`src/rtl/mac_dot_sequencer.sv`:
```
// Operand sequencer for the 8-bit MAC: buffers pairs in a FIFO, streams one pair per cycle,
// and captures each vector's accumulated result with sticky overflow and pair count.
module mac_dot_sequencer #(
  parameter int unsigned DEPTH = 4,
  parameter int unsigned LEN_W = 8
) (
  input  logic             clk,
  input  logic             rst_n,
  input  logic             in_valid,
  output logic             in_ready,
  input  logic [7:0]       in_a,
  input  logic [7:0]       in_b,
  input  logic             in_last,
  output logic [7:0]       mac_a,
  output logic [7:0]       mac_b,
  output logic             mac_cin,
  output logic             mac_clr,
  input  logic [15:0]      mac_out,
  input  logic             mac_cout,
  output logic             res_valid,
  input  logic             res_ready,
  output logic [15:0]      res_data,
  output logic             res_ovf,
  output logic [LEN_W-1:0] res_count
);

  localparam int unsigned AW = (DEPTH > 1) ? $clog2(DEPTH) : 1;

  typedef enum logic [2:0] {StClr, StRun, StFlush, StDrain, StHold} state_e;

  state_e state_q, state_d;

  // Entry layout: {last, a, b}
  logic [16:0] mem_q [DEPTH];
  logic [AW:0] wr_ptr_q, rd_ptr_q;
  logic        empty, full, push, pop;
  logic [16:0] head;

  logic [7:0]       mac_a_q, mac_a_d, mac_b_q, mac_b_d;
  logic             op_vld_q, op_vld_d;
  logic             ovf_q, ovf_d;
  logic [LEN_W-1:0] cnt_q, cnt_d;
  logic             res_valid_q, res_valid_d;
  logic [15:0]      res_data_q, res_data_d;
  logic             res_ovf_q, res_ovf_d;
  logic [LEN_W-1:0] res_count_q, res_count_d;

  assign empty = (wr_ptr_q == rd_ptr_q);
  assign full  = (wr_ptr_q[AW] != rd_ptr_q[AW]) &&
                 (wr_ptr_q[AW-1:0] == rd_ptr_q[AW-1:0]);
  assign push  = in_valid && !full;
  assign head  = mem_q[rd_ptr_q[AW-1:0]];

  always_ff @(posedge clk) begin
    if (push) begin
      mem_q[wr_ptr_q[AW-1:0]] <= {in_last, in_a, in_b};
    end
  end

  always_comb begin
    state_d     = state_q;
    mac_a_d     = mac_a_q;
    mac_b_d     = mac_b_q;
    op_vld_d    = op_vld_q;
    ovf_d       = ovf_q | (op_vld_q & mac_cout);
    cnt_d       = cnt_q;
    res_valid_d = res_valid_q;
    res_data_d  = res_data_q;
    res_ovf_d   = res_ovf_q;
    res_count_d = res_count_q;
    pop         = 1'b0;
    unique case (state_q)
      StClr: begin
        mac_a_d  = '0;
        mac_b_d  = '0;
        op_vld_d = 1'b0;
        ovf_d    = 1'b0;
        cnt_d    = '0;
        state_d  = StRun;
      end
      StRun: begin
        if (!empty) begin
          pop      = 1'b1;
          mac_a_d  = head[15:8];
          mac_b_d  = head[7:0];
          op_vld_d = 1'b1;
          if (cnt_q != {LEN_W{1'b1}}) cnt_d = cnt_q + 1'b1;
          if (head[16]) state_d = StFlush;
        end else begin
          // Zero operands keep the accumulator unchanged while starved
          mac_a_d  = '0;
          mac_b_d  = '0;
          op_vld_d = 1'b0;
        end
      end
      StFlush: begin
        mac_a_d  = '0;
        mac_b_d  = '0;
        op_vld_d = 1'b0;
        state_d  = StDrain;
      end
      StDrain: begin
        res_data_d  = mac_out;
        res_count_d = cnt_q;
        res_ovf_d   = ovf_d;
        res_valid_d = 1'b1;
        state_d     = StHold;
      end
      StHold: begin
        if (res_ready) begin
          res_valid_d = 1'b0;
          state_d     = StClr;
        end
      end
      default: state_d = StClr;
    endcase
  end

  always_ff @(posedge clk or negedge rst_n) begin
    if (!rst_n) begin
      state_q     <= StClr;
      wr_ptr_q    <= '0;
      rd_ptr_q    <= '0;
      mac_a_q     <= '0;
      mac_b_q     <= '0;
      op_vld_q    <= 1'b0;
      ovf_q       <= 1'b0;
      cnt_q       <= '0;
      res_valid_q <= 1'b0;
      res_data_q  <= '0;
      res_ovf_q   <= 1'b0;
      res_count_q <= '0;
    end else begin
      state_q     <= state_d;
      if (push) wr_ptr_q <= wr_ptr_q + 1'b1;
      if (pop)  rd_ptr_q <= rd_ptr_q + 1'b1;
      mac_a_q     <= mac_a_d;
      mac_b_q     <= mac_b_d;
      op_vld_q    <= op_vld_d;
      ovf_q       <= ovf_d;
      cnt_q       <= cnt_d;
      res_valid_q <= res_valid_d;
      res_data_q  <= res_data_d;
      res_ovf_q   <= res_ovf_d;
      res_count_q <= res_count_d;
    end
  end

  assign in_ready  = !full;
  assign mac_a     = mac_a_q;
  assign mac_b     = mac_b_q;
  assign mac_cin   = 1'b0;
  assign mac_clr   = (state_q == StClr);
  assign res_valid = res_valid_q;
  assign res_data  = res_data_q;
  assign res_ovf   = res_ovf_q;
  assign res_count = res_count_q;

endmodule

```
`config.mk`:
```
export PLATFORM = sky130hd
export DESIGN_NAME = mac_dot_sequencer
export DESIGN_NICKNAME = d
export VERILOG_FILES = /design/src/rtl/mac_dot_sequencer.sv
export SDC_FILE = /design/constraint.sdc
export NUM_CORES = 1
export LEC_CHECK = 0
export ABC_CLOCK_PERIOD_IN_PS = 3500
export CORE_AREA = 3 3 104 106
export DETAILED_ROUTE_END_ITERATION = 6
export DIE_AREA = 0 0 107 109
export PLACE_DENSITY = 0.79
export SLEW_MARGIN = 10
export SYNTH_ARGS = -nofsm -noshare
export SYNTH_HDL_FRONTEND = slang
export SYNTH_SLANG_ARGS = --single-unit
```
`constraint.sdc`:
```
create_clock -name clk -period 3.5 [get_ports clk]
set_input_delay 0.7 -clock clk [delete_from_list [all_inputs] [get_ports clk]]
set_output_delay 0.7 -clock clk [all_outputs]
set_load 0.005 [all_outputs]
```
==> flow_metrics.py, run 1 <==
metrics = {
    "synthesis": {
        "synth.area.top_cells": "edfxtp_1 (40%), dfrtp_1 (30%), mux4_2 (7.5%)",
        "synth_top_area_share_pct": 39.9,
        "ys_seq_area_share_pct": 69.7,
        "ys_async_sr_fraction_pct": 47.3,
        "synthCells": 299,
        "synth_top_flop_cell": "edfxtp_1",
        "yosys_warnings": 0,
        "yosysUniqueCellTypes": 45,
        "synth_top_cell_by_area": "edfxtp_1",
        "syn-cell-area_mm2": 0.00512,
        "syn_avg_cell_area_um2": 17.1,
        "yosys_register_bits": 129,
        "syn_nets": 343,
        "synth-edff-count": 68,
    },
    "die": {
        "ios": 83,
        "die_y_um": 109,
        "core_mm2": 0.00986,
        "num_rows": 36,
        "die_w_um": 107,
        "initial_utilization_pct": 51.9,
        "dieArea_mm2": 0.0117,
    },
    "worst_setup_path": {
        "r2r_slack_ps": 1430,
        "r2r-end": "rd_ptr_q[1]",
        "critPathRequiredTime_ps": 2800,
        "critPathSlowestCell": "clkdlybuf4s50_1",
        "crit_type": "reg -> out",
        "path_max_fanout": 10,
        "r2r_cells": 3,
        "path_cells": "or2_2 -> nor2_1 -> clkdlybuf4s50_1",
        "max_stage_delay_ps": 530,
        "end_kind": "output port",
        "cp.arrival_ps": 2080,
        "r2r-start": "state_q[0]",
        "crit_path_start_kind": "flop",
    },
    "detailed_routing": {
        "post-route-drc-count": 0,
        "drt_iter0_markers": 165,
        "detail-route-antenna-nets": 0,
        "via_per_inst": 5.56,
        "vias": 2993,
        "wl_um": 10100,
        "wl_per_cell_um": 18.7,
        "drt_pass1_iterations": 5,
    },
    "sta": {
        "finalCritPeriodShare_pct": 79.5,
        "setup_viol": 0,
        "hold_viol_final": 0,
        "tightest_slew_ps": 933,
        "rsz0062_at_grt": "false",
        "relSlewSlack_pct": 37.8,
        "fin_skew_ps": 7.11,
        "slew_violations": 0,
        "fin_setup_tns_ps": 0,
        "max_freq_mhz": 359,
        "layout_min_cycle_time_ps": 2780,
    },
    "clock_network": {
        "cts_inserted_buffers": 17,
        "cts_hold_buffers": 0,
        "cts_sinks": 129,
        "cts-root-buf": "clkbuf_8",
        "cts_tree": "yes",
        "post_cts_buffers": 0,
        "cts_resized": 0,
        "cts_buffer_depth": 2,
        "htreeDepth": 4,
        "clk_pin_slew_ps": 60,
        "clk_latency_ps": 520,
    },
    "finish": {
        "regArea_mm2": 0.00357,
        "drive_gt1_share_pct": 22.7,
        "fillerInstances": 679,
        "final_common_cell": "clkdlybuf4s50_1",
        "diodes": 0,
        "area_growth_syn_to_layout_pct": 30.3,
        "final_cell_mix": "clkdlybuf4s50_1 (80), edfxtp_1 (68), dfrtp_1 (61)",
        "fin_nets": 436,
        "multi_input_comb_area_mm2": 0.00147,
        "final_cells": 538,
    },
    "grt": {
        "grt.total_usage_pct": 18.6,
        "grt_pass1_wl_um": 16000,
        "antenna_found_initial": 0,
        "grt_overflow": 0,
        "grt_max_degree": 44,
        "grt_pass1_vias": 3094,
    },
    "power": {
        "power_density_mw_per_mm2": 903,
        "total_power_mw": 6.02,
        "p_leak_nw": 2.58,
        "ir_drop_mv": 0.452,
    },
    "placement": {
        "dp_hpwl_um": 6330,
        "dp_cells": 506,
        "gp_congestion": 0.782,
        "portBuffers": 81,
    },
    "job": {
        "maxCapViolations": 0,
    },
    "hold_path": {
        "hp-class": "in -> async",
    },
    "outcome": {
        "status": "finished, final reports clean",
    },
}
## power by group
part | internal, mW | switching [mW]
logic | 1.03 | 0.889
registers | 2.07 | 0.280
clock network | 1.09 | 0.673
total | 4.18 | 1.84
## cells by family after synthesis
group / count (synthesis) / share of synthesized area [%]
flip-flops: 129 / 69.7
AND/OR/NAND/NOR: 53 / 5.76
multiplexers: 42 / 13.0
AO/OA/AOI/OAI: 41 / 6.50
buffers and inverters: 17 / 1.71
XOR/XNOR: 10 / 1.86
adder cells (fa/ha/maj): 6 / 1.47
other: 1 / 0.0732
## worst max path at each step
stage                      startpoint            to  slack, ps
final                      state_q[2]       mac_clr        720
after detailed placement     in_valid  mem_q[3][11]       1210
after floorplan           rd_ptr_q[0]   mem_q[3][0]       1590
after CTS                 rd_ptr_q[0]      in_ready        690
after global placement       in_valid  mem_q[3][11]       1250
after global routing       state_q[2]       mac_clr        610
## flip-flops by register name, summed over array words and instances (netlist names)
register   flops
cnt_q          8
mac_a          8
mac_b          8
mem_q         68
op_vld_q       1
ovf_q          1
rd_ptr_q       3
res_count      8
res_data      16
res_ovf        1
res_valid      1
state_q        3
wr_ptr_q       3
## Yosys cell counts, drive strengths merged, types with 2 or more instances
cell,count
clkbuf,5
nor2,6
edfxtp,68
and3b,2
nand2b,2
o311ai,7
a21o,2
nand3,7
and2,4
or2,2
xnor2,4
nand3b,5
a22o,16
a21oi,3
and3,2
a31oi,2
nor3,3
ha,6
mux2,25
buf,9
nand2,14
o211ai,4
inv,3
xor2,6
mux4,17
o21ai,3
dfrtp,61
## worst max-delay path, delay by kind of cell, from the launching register on
family | cells | cell delay [ps]
flip-flops | 1 | 450
buffers and inverters | 1 | 530
AND/OR/NAND/NOR | 2 | 580
## per-stage QoR
step	instance area, um^2	utilization, %	hold WS (ps)	setup WS [ps]
after global placement	6070	61.5	474	1250
final	6670	67.6	324	718
after detailed placement	6070	61.5	478	1210
after floorplan	5120	-	404	1590
after global routing	6670	67.6	404	608
after CTS	6670	67.6	348	685
## cell type report
type | count | share of cell area [%]
Clock buffer | 20 | 6.83
Clock inverter | 12 | 2.19
Inverter | 3 | 0.169
Multi-Input combinational cell | 153 | 22.0
Sequential cell | 129 | 53.5
Tap cell | 133 | 2.49
Timing Repair Buffer | 88 | 12.9
## layer usage
metal	GRT usage [%]	vias up	part of all wire, %
li1	-	1345	-
met1	22.8	1524	41
met2	32.0	115	52
met3	5.74	9	5.8
met4	5.75	0	0.69
met5	0	-	0
Power figures use the tool's default switching activity.
==> run 2, diff against run 1 <==
--- a/config.mk
+++ b/config.mk
@@ -5,11 +5,11 @@
 export SDC_FILE = /design/constraint.sdc
 export NUM_CORES = 1
 export LEC_CHECK = 0
-export ABC_CLOCK_PERIOD_IN_PS = 3500
-export CORE_AREA = 3 3 104 106
+export ABC_CLOCK_PERIOD_IN_PS = 2400
+export CORE_AREA = 3 3 108 110
 export DETAILED_ROUTE_END_ITERATION = 6
-export DIE_AREA = 0 0 107 109
-export PLACE_DENSITY = 0.79
+export DIE_AREA = 0 0 111 113
+export PLACE_DENSITY = 0.77
 export SLEW_MARGIN = 10
 export SYNTH_ARGS = -nofsm -noshare
 export SYNTH_HDL_FRONTEND = slang
==> constraint.sdc (replaced) <==
create_clock -name clk -period 2.4 [get_ports clk]
set_input_delay 0.48 -clock clk [delete_from_list [all_inputs] [get_ports clk]]
set_output_delay 0.48 -clock clk [all_outputs]
set_load 0.005 [all_outputs]
==> run 2 against run 1 <==
Net effect: global-route usage fell by 1.1 points; critical endpoint is now in_ready; total power rose by 49%; critical path depth did not move; setup slack got worse by 610 ps; die area rose by 7.5%.
==> flow_metrics.py, run 2 (synthesis gave the netlist of run 1 again) <==
metrics = {
    "die": {
        "die_y_um": 113,
        "dieArea_mm2": 0.0125,
        "initial_utilization_pct": 47.5,
        "ios": 83,
        "num_rows": 38,
        "core_mm2": 0.0108,
        "die_w_um": 111,
    },
    "worst_setup_path": {
        "max_stage_delay_ps": 480,
        "crit_start": "wr_ptr_q[1]",
        "r2r_slack_ps": 470,
        "r2r-start": "rd_ptr_q[1]",
        "critPathSlowestCell": "dfrtp_1",
        "cp.arrival_ps": 1810,
        "crit_path_start_kind": "flop",
        "critPathRequiredTime_ps": 1920,
        "r2r-end": "cnt_q[2]",
        "crit_type": "reg -> out",
        "path_max_fanout": 5,
        "end_kind": "output port",
        "path_cells": "xnor2_2 -> nand3_1 -> clkdlybuf4s50_1",
        "r2r_cells": 5,
    },
    "power": {
        "ir_drop_mv": 0.716,
        "clkPwrFrac_pct": 28.2,
        "power_density_mw_per_mm2": 1320,
        "p_leak_nw": 2.68,
        "seq_power_share_pct": 37.4,
        "total_power_mw": 9.00,
        "internal_power_mw": 6.22,
        "p_sw_mw": 2.78,
        "pwr-share-comb_pct": 34.5,
        "switching_share_pct": 30.9,
    },
    "finish": {
        "diodes": 0,
        "final_util_pct": 63.1,
        "final_area_mm2": 0.00682,
        "area_growth_syn_to_layout_pct": 33.0,
        "largest_reg_flops": 68,
        "drive_gt1_share_pct": 26.6,
        "final_common_cell": "clkdlybuf4s50_1",
        "final_cell_mix": "clkdlybuf4s50_1 (79), edfxtp_1 (68), dfrtp_1 (59)",
        "fin_nets": 452,
        "fillerInstances": 787,
    },
    "sta": {
        "fin_skew_ps": 14.5,
        "hold_viol_final": 0,
        "max_freq_mhz": 436,
        "fin_setup_tns_ps": 0,
        "tightest_slew_ps": 617,
        "relSlewSlack_pct": 58.7,
        "setup_viol": 0,
        "layout_min_cycle_time_ps": 2290,
        "finalWorstSetupSlack_ps": 106,
        "finalCritPeriodShare_pct": 95.6,
        "slew_violations": 0,
    },
    "detailed_routing": {
        "drt_iter0_markers": 133,
        "vias": 3041,
        "wl_um": 10300,
        "wl_per_cell_um": 18.3,
        "drt_pass1_iterations": 4,
        "post-route-drc-count": 0,
        "detail-route-antenna-nets": 0,
        "via_per_inst": 5.42,
    },
    "clock_network": {
        "clk_latency_ps": 520,
        "cts_sinks": 129,
        "cts_buffer_depth": 2,
        "cts_inserted_buffers": 17,
        "cts_tree": "yes",
        "clk_pin_slew_ps": 60,
        "htreeDepth": 4,
        "cts-root-buf": "clkbuf_8",
    },
    "job": {
        "maxCapViolations": 0,
    },
    "placement": {
        "dp_hpwl_um": 6830,
        "portBuffers": 81,
        "pre_cts_slack_ps": 332,
        "place_area_mm2": 0.00615,
        "gp_congestion": 0.749,
    },
    "grt": {
        "grt_overflow": 0,
        "antenna_found_initial": 0,
        "grt_max_degree": 29,
        "grt.total_usage_pct": 17.5,
        "grt_pass1_wl_um": 17000,
        "grt_pass1_vias": 3249,
    },
    "hold_path": {
        "hp-class": "in -> async",
    },
    "outcome": {
        "status": "finished, final reports clean",
    },
}
==> run 2: cell count changes in the layout (fill, tap and decap cells not counted), moves of 2 or more <==
cell,change
buf_4,+15
clkbuf_8,-3
dfrtp_1,-2
dfrtp_2,+2
inv_8,+2
xnor2_1,-2
xnor2_2,+2
==> run 2: worst max-delay path: cells and delay by family (launching register included) <==
family | cells | cell delay [ps]
and+or+nand+nor | 1 | 120
buffers and inverters | 1 | 470
DFF | 1 | 480
xor gates and xnor gates | 1 | 230
==> run 2: worst max-delay path by stage <==
stage | to | slack, ps | depth (start not counted)
floorplan | mem_q[3][0] | 490 | 4
global placement | mem_q[2][3] | 350 | 5
detailed placement | mem_q[2][3] | 330 | 5
CTS | in_ready | 3 | 3
global route | in_ready | -20 | 3
finish | in_ready | 110 | 3
==> run 2: through the flow <==
stage	hold WS, ps	cells
floorplan	184	299
global placement	401	523
detailed placement	409	523
CTS	390	557
global route	431	561
finish	409	561
==> run 2: layer usage <==
layer | vias up | GRT usage (%) | part of all wire (%)
li1 | 1378 | - | -
met3 | 6 | 5.03 | 4.8
met4 | 0 | 4.68 | 0.61
met2 | 100 | 28.8 | 51
met1 | 1557 | 23.0 | 44
met5 | - | 0 | 0
==> run 2: power by group through the flow <==
stage / clock (mW) / combinational, mW / sequential [mW]
final: 2.53 / 3.10 / 3.36
after global routing: 2.70 / 3.41 / 3.43
after CTS: 2.59 / 3.06 / 3.35
after detailed placement: 0 / 2.99 / 3.39
after global placement: 0 / 2.93 / 3.36
after floorplan: 0 / 1.79 / 3.34
==> run 2: what timing repair did <==
| item | in CTS | in global routing |
|---|---|---|
| hold endpoints to repair | 14 | 0 |
| endpoints found under the setup margin | 1 | 2 |
| pin swaps | 0 | 1 |
| hold buffers | 1 | 0 |
| buffers inserted | 1 | 4 |
| resized for setup | 4 | 3 |
==> run 2: layout make-up <==
cell class                      instances  area (um^2)  area share [%]
Clock inverter                         15          174            2.55
Timing Repair Buffer                  104          983            14.4
Clock buffer                           17          414            6.08
Multi-Input combinational cell        153         1490            21.8
Tap cell                              140          175            2.57
Inverter                                3         11.3           0.165
Sequential cell                       129         3570            52.4
==> run 3, diff against run 2 <==
--- a/config.mk
+++ b/config.mk
@@ -6,11 +6,12 @@
 export NUM_CORES = 1
 export LEC_CHECK = 0
 export ABC_CLOCK_PERIOD_IN_PS = 2400
-export CORE_AREA = 3 3 108 110
+export CORE_AREA = 2 2 107 109
 export DETAILED_ROUTE_END_ITERATION = 6
-export DIE_AREA = 0 0 111 113
-export PLACE_DENSITY = 0.77
+export DIE_AREA = 0 0 109 111
+export PLACE_DENSITY = 0.74
 export SLEW_MARGIN = 10
 export SYNTH_ARGS = -nofsm -noshare
 export SYNTH_HDL_FRONTEND = slang
 export SYNTH_SLANG_ARGS = --single-unit
+export TNS_END_PERCENT = 20
==> run 3 against run 2 <==
Net effect: wire length down 4.9%; clock skew down 2.8 ps; global-route usage up 0.20 points; via count down 0.95%; utilization down 2.0 points; sequential power about the same; clock-buffer cell count up 2; sequential cell count unchanged; non-clock buffer count down 8; setup slack worse by 18 ps; critical endpoint is now mac_clr; maximum frequency down 0.76%.
==> flow_metrics.py, run 3 (synthesis gave the netlist of run 1 again) <==
metrics = {
    "grt": {
        "grt_overflow": 0,
        "antenna_found_initial": 0,
        "grt.total_usage_pct": 17.7,
        "grt_max_degree": 39,
        "grt_pass1_wl_um": 16000,
        "grt_pass1_vias": 3193,
    },
    "placement": {
        "dp_hpwl_um": 6410,
        "gp_congestion": 0.808,
        "portBuffers": 81,
    },
    "worst_setup_path": {
        "cp.arrival_ps": 1830,
        "path_cells": "or2_4 -> nor2_2 -> clkdlybuf4s50_1",
        "end_kind": "output port",
        "critPathRequiredTime_ps": 1920,
        "crit_type": "reg -> out",
        "cp_num_buf_inv": 1,
        "max_stage_delay_ps": 520,
        "path_max_fanout": 10,
        "critPathTopFamily": "buffers and inverters",
        "crit_path_start_kind": "flop",
        "critPathSlowestCell": "clkdlybuf4s50_1",
    },
    "sta": {
        "finalCritPeriodShare_pct": 96.3,
        "slew_violations": 0,
        "layout_min_cycle_time_ps": 2310,
        "relSlewSlack_pct": 53.5,
        "fin_setup_tns_ps": 0,
        "hold_viol_final": 0,
        "fin_skew_ps": 11.7,
        "max_freq_mhz": 433,
        "rsz0062_at_grt": "false",
        "tightest_slew_ps": 698,
        "setup_viol": 0,
    },
    "die": {
        "die_w_um": 109,
        "num_rows": 39,
        "die_y_um": 111,
        "dieArea_mm2": 0.0121,
        "initial_utilization_pct": 46.2,
        "core_mm2": 0.0111,
        "ios": 83,
    },
    "clock_network": {
        "htreeDepth": 4,
        "clk_latency_ps": 410,
        "cts_hold_buffers": 0,
        "post_cts_buffers": 0,
        "clk_pin_slew_ps": 60,
        "cts_tree": "yes",
        "cts_sinks": 129,
        "cts-root-buf": "clkbuf_16",
        "cts_inserted_buffers": 17,
        "cts_buffer_depth": 2,
    },
    "finish": {
        "multi_input_comb_area_mm2": 0.00147,
        "fillerInstances": 808,
        "largest_reg_flops": 68,
        "final_common_cell": "clkdlybuf4s50_1",
        "area_growth_syn_to_layout_pct": 32.2,
        "final_cell_mix": "clkdlybuf4s50_1 (80), edfxtp_1 (68), dfrtp_1 (61)",
        "fin_nets": 444,
        "drive_gt1_share_pct": 24.0,
        "final_util_pct": 61.1,
        "diodes": 0,
        "regArea_mm2": 0.00357,
    },
    "power": {
        "p_leak_nw": 2.63,
        "pwr-share-comb_pct": 32.6,
        "power_density_mw_per_mm2": 1320,
        "switching_share_pct": 29.8,
        "ir_drop_mv": 0.747,
        "internal_power_mw": 6.26,
        "p_sw_mw": 2.66,
        "seq_power_share_pct": 38.1,
        "clkPwrFrac_pct": 29.3,
    },
    "detailed_routing": {
        "drt_pass1_iterations": 4,
        "wl_um": 9770,
        "wl_per_cell_um": 17.6,
        "via_per_inst": 5.42,
        "post-route-drc-count": 0,
        "drt_iter0_markers": 132,
        "detail-route-antenna-nets": 0,
        "vias": 3012,
    },
    "job": {
        "maxCapViolations": 0,
    },
    "outcome": {
        "status": "finished, final reports clean",
    },
    "hold_path": {
        "hp-class": "in -> async",
    },
}
## run 3: final timing paths
| kind | to | startpoint | slack, ps | cells after the start |
|---|---|---|---|---|
| setup reg to reg | res_data[13] | state_q[0] | 450 | 2 |
| max in group asynchronous | rd_ptr_q[0] | rst_n | 1730 | 2 |
| min in group clk | ovf_q | ovf_q | 480 | 2 |
| hold / removal | ovf_q | rst_n | 60 | 1 |
| setup / recovery | mac_clr | state_q[2] | 90 | 3 |
| hold reg to reg | ovf_q | ovf_q | 480 | 2 |
## run 3: layout make-up
type                       count  area share, %
clock buffer                  19           6.39
clock inverter                13           2.61
inverter                       3          0.166
multi-input combinational    153           21.7
sequential                   129           52.7
tap                          143           2.64
timing repair buffer          96           13.7
## run 3: what timing repair did
item | CTS | global route
endpoints found under the setup margin | 1 | 1
gates resized for setup | 1 | 1
pin swaps | 0 | 0
gates cloned | 0 | 0
endpoints found under the hold margin | 0 | 0
## run 3: through the flow
stage,instance area (um^2),setup WS (ps),std cells,hold slack (ps),total power [mW]
after floorplan,5120,490,299,184,5.13
after global placement,6160,336,524,463,6.27
after detailed placement,6160,295,524,474,6.37
after CTS,6770,11.1,556,67.4,9.04
after global routing,6770,15.1,556,84.3,9.43
final,6770,87.9,556,60.8,8.92
## run 3: power by group through the flow
stage | sequential, mW | combinational [mW] | clock [mW]
after floorplan | 3.34 | 1.79 | 0
after global placement | 3.39 | 2.88 | 0
after detailed placement | 3.44 | 2.93 | 0
after CTS | 3.40 | 2.97 | 2.67
after global routing | 3.47 | 3.19 | 2.77
final | 3.39 | 2.91 | 2.62
## run 3: routing by layer
metal  track usage [%]  vias to the layer above  wire length [um]
met4              5.47                        0                76
met3              5.17                       10               560
met2              29.0                       96              5040
met5                 0                        -                 0
met1              22.5                     1532              4100
li1                  -                     1374                 -
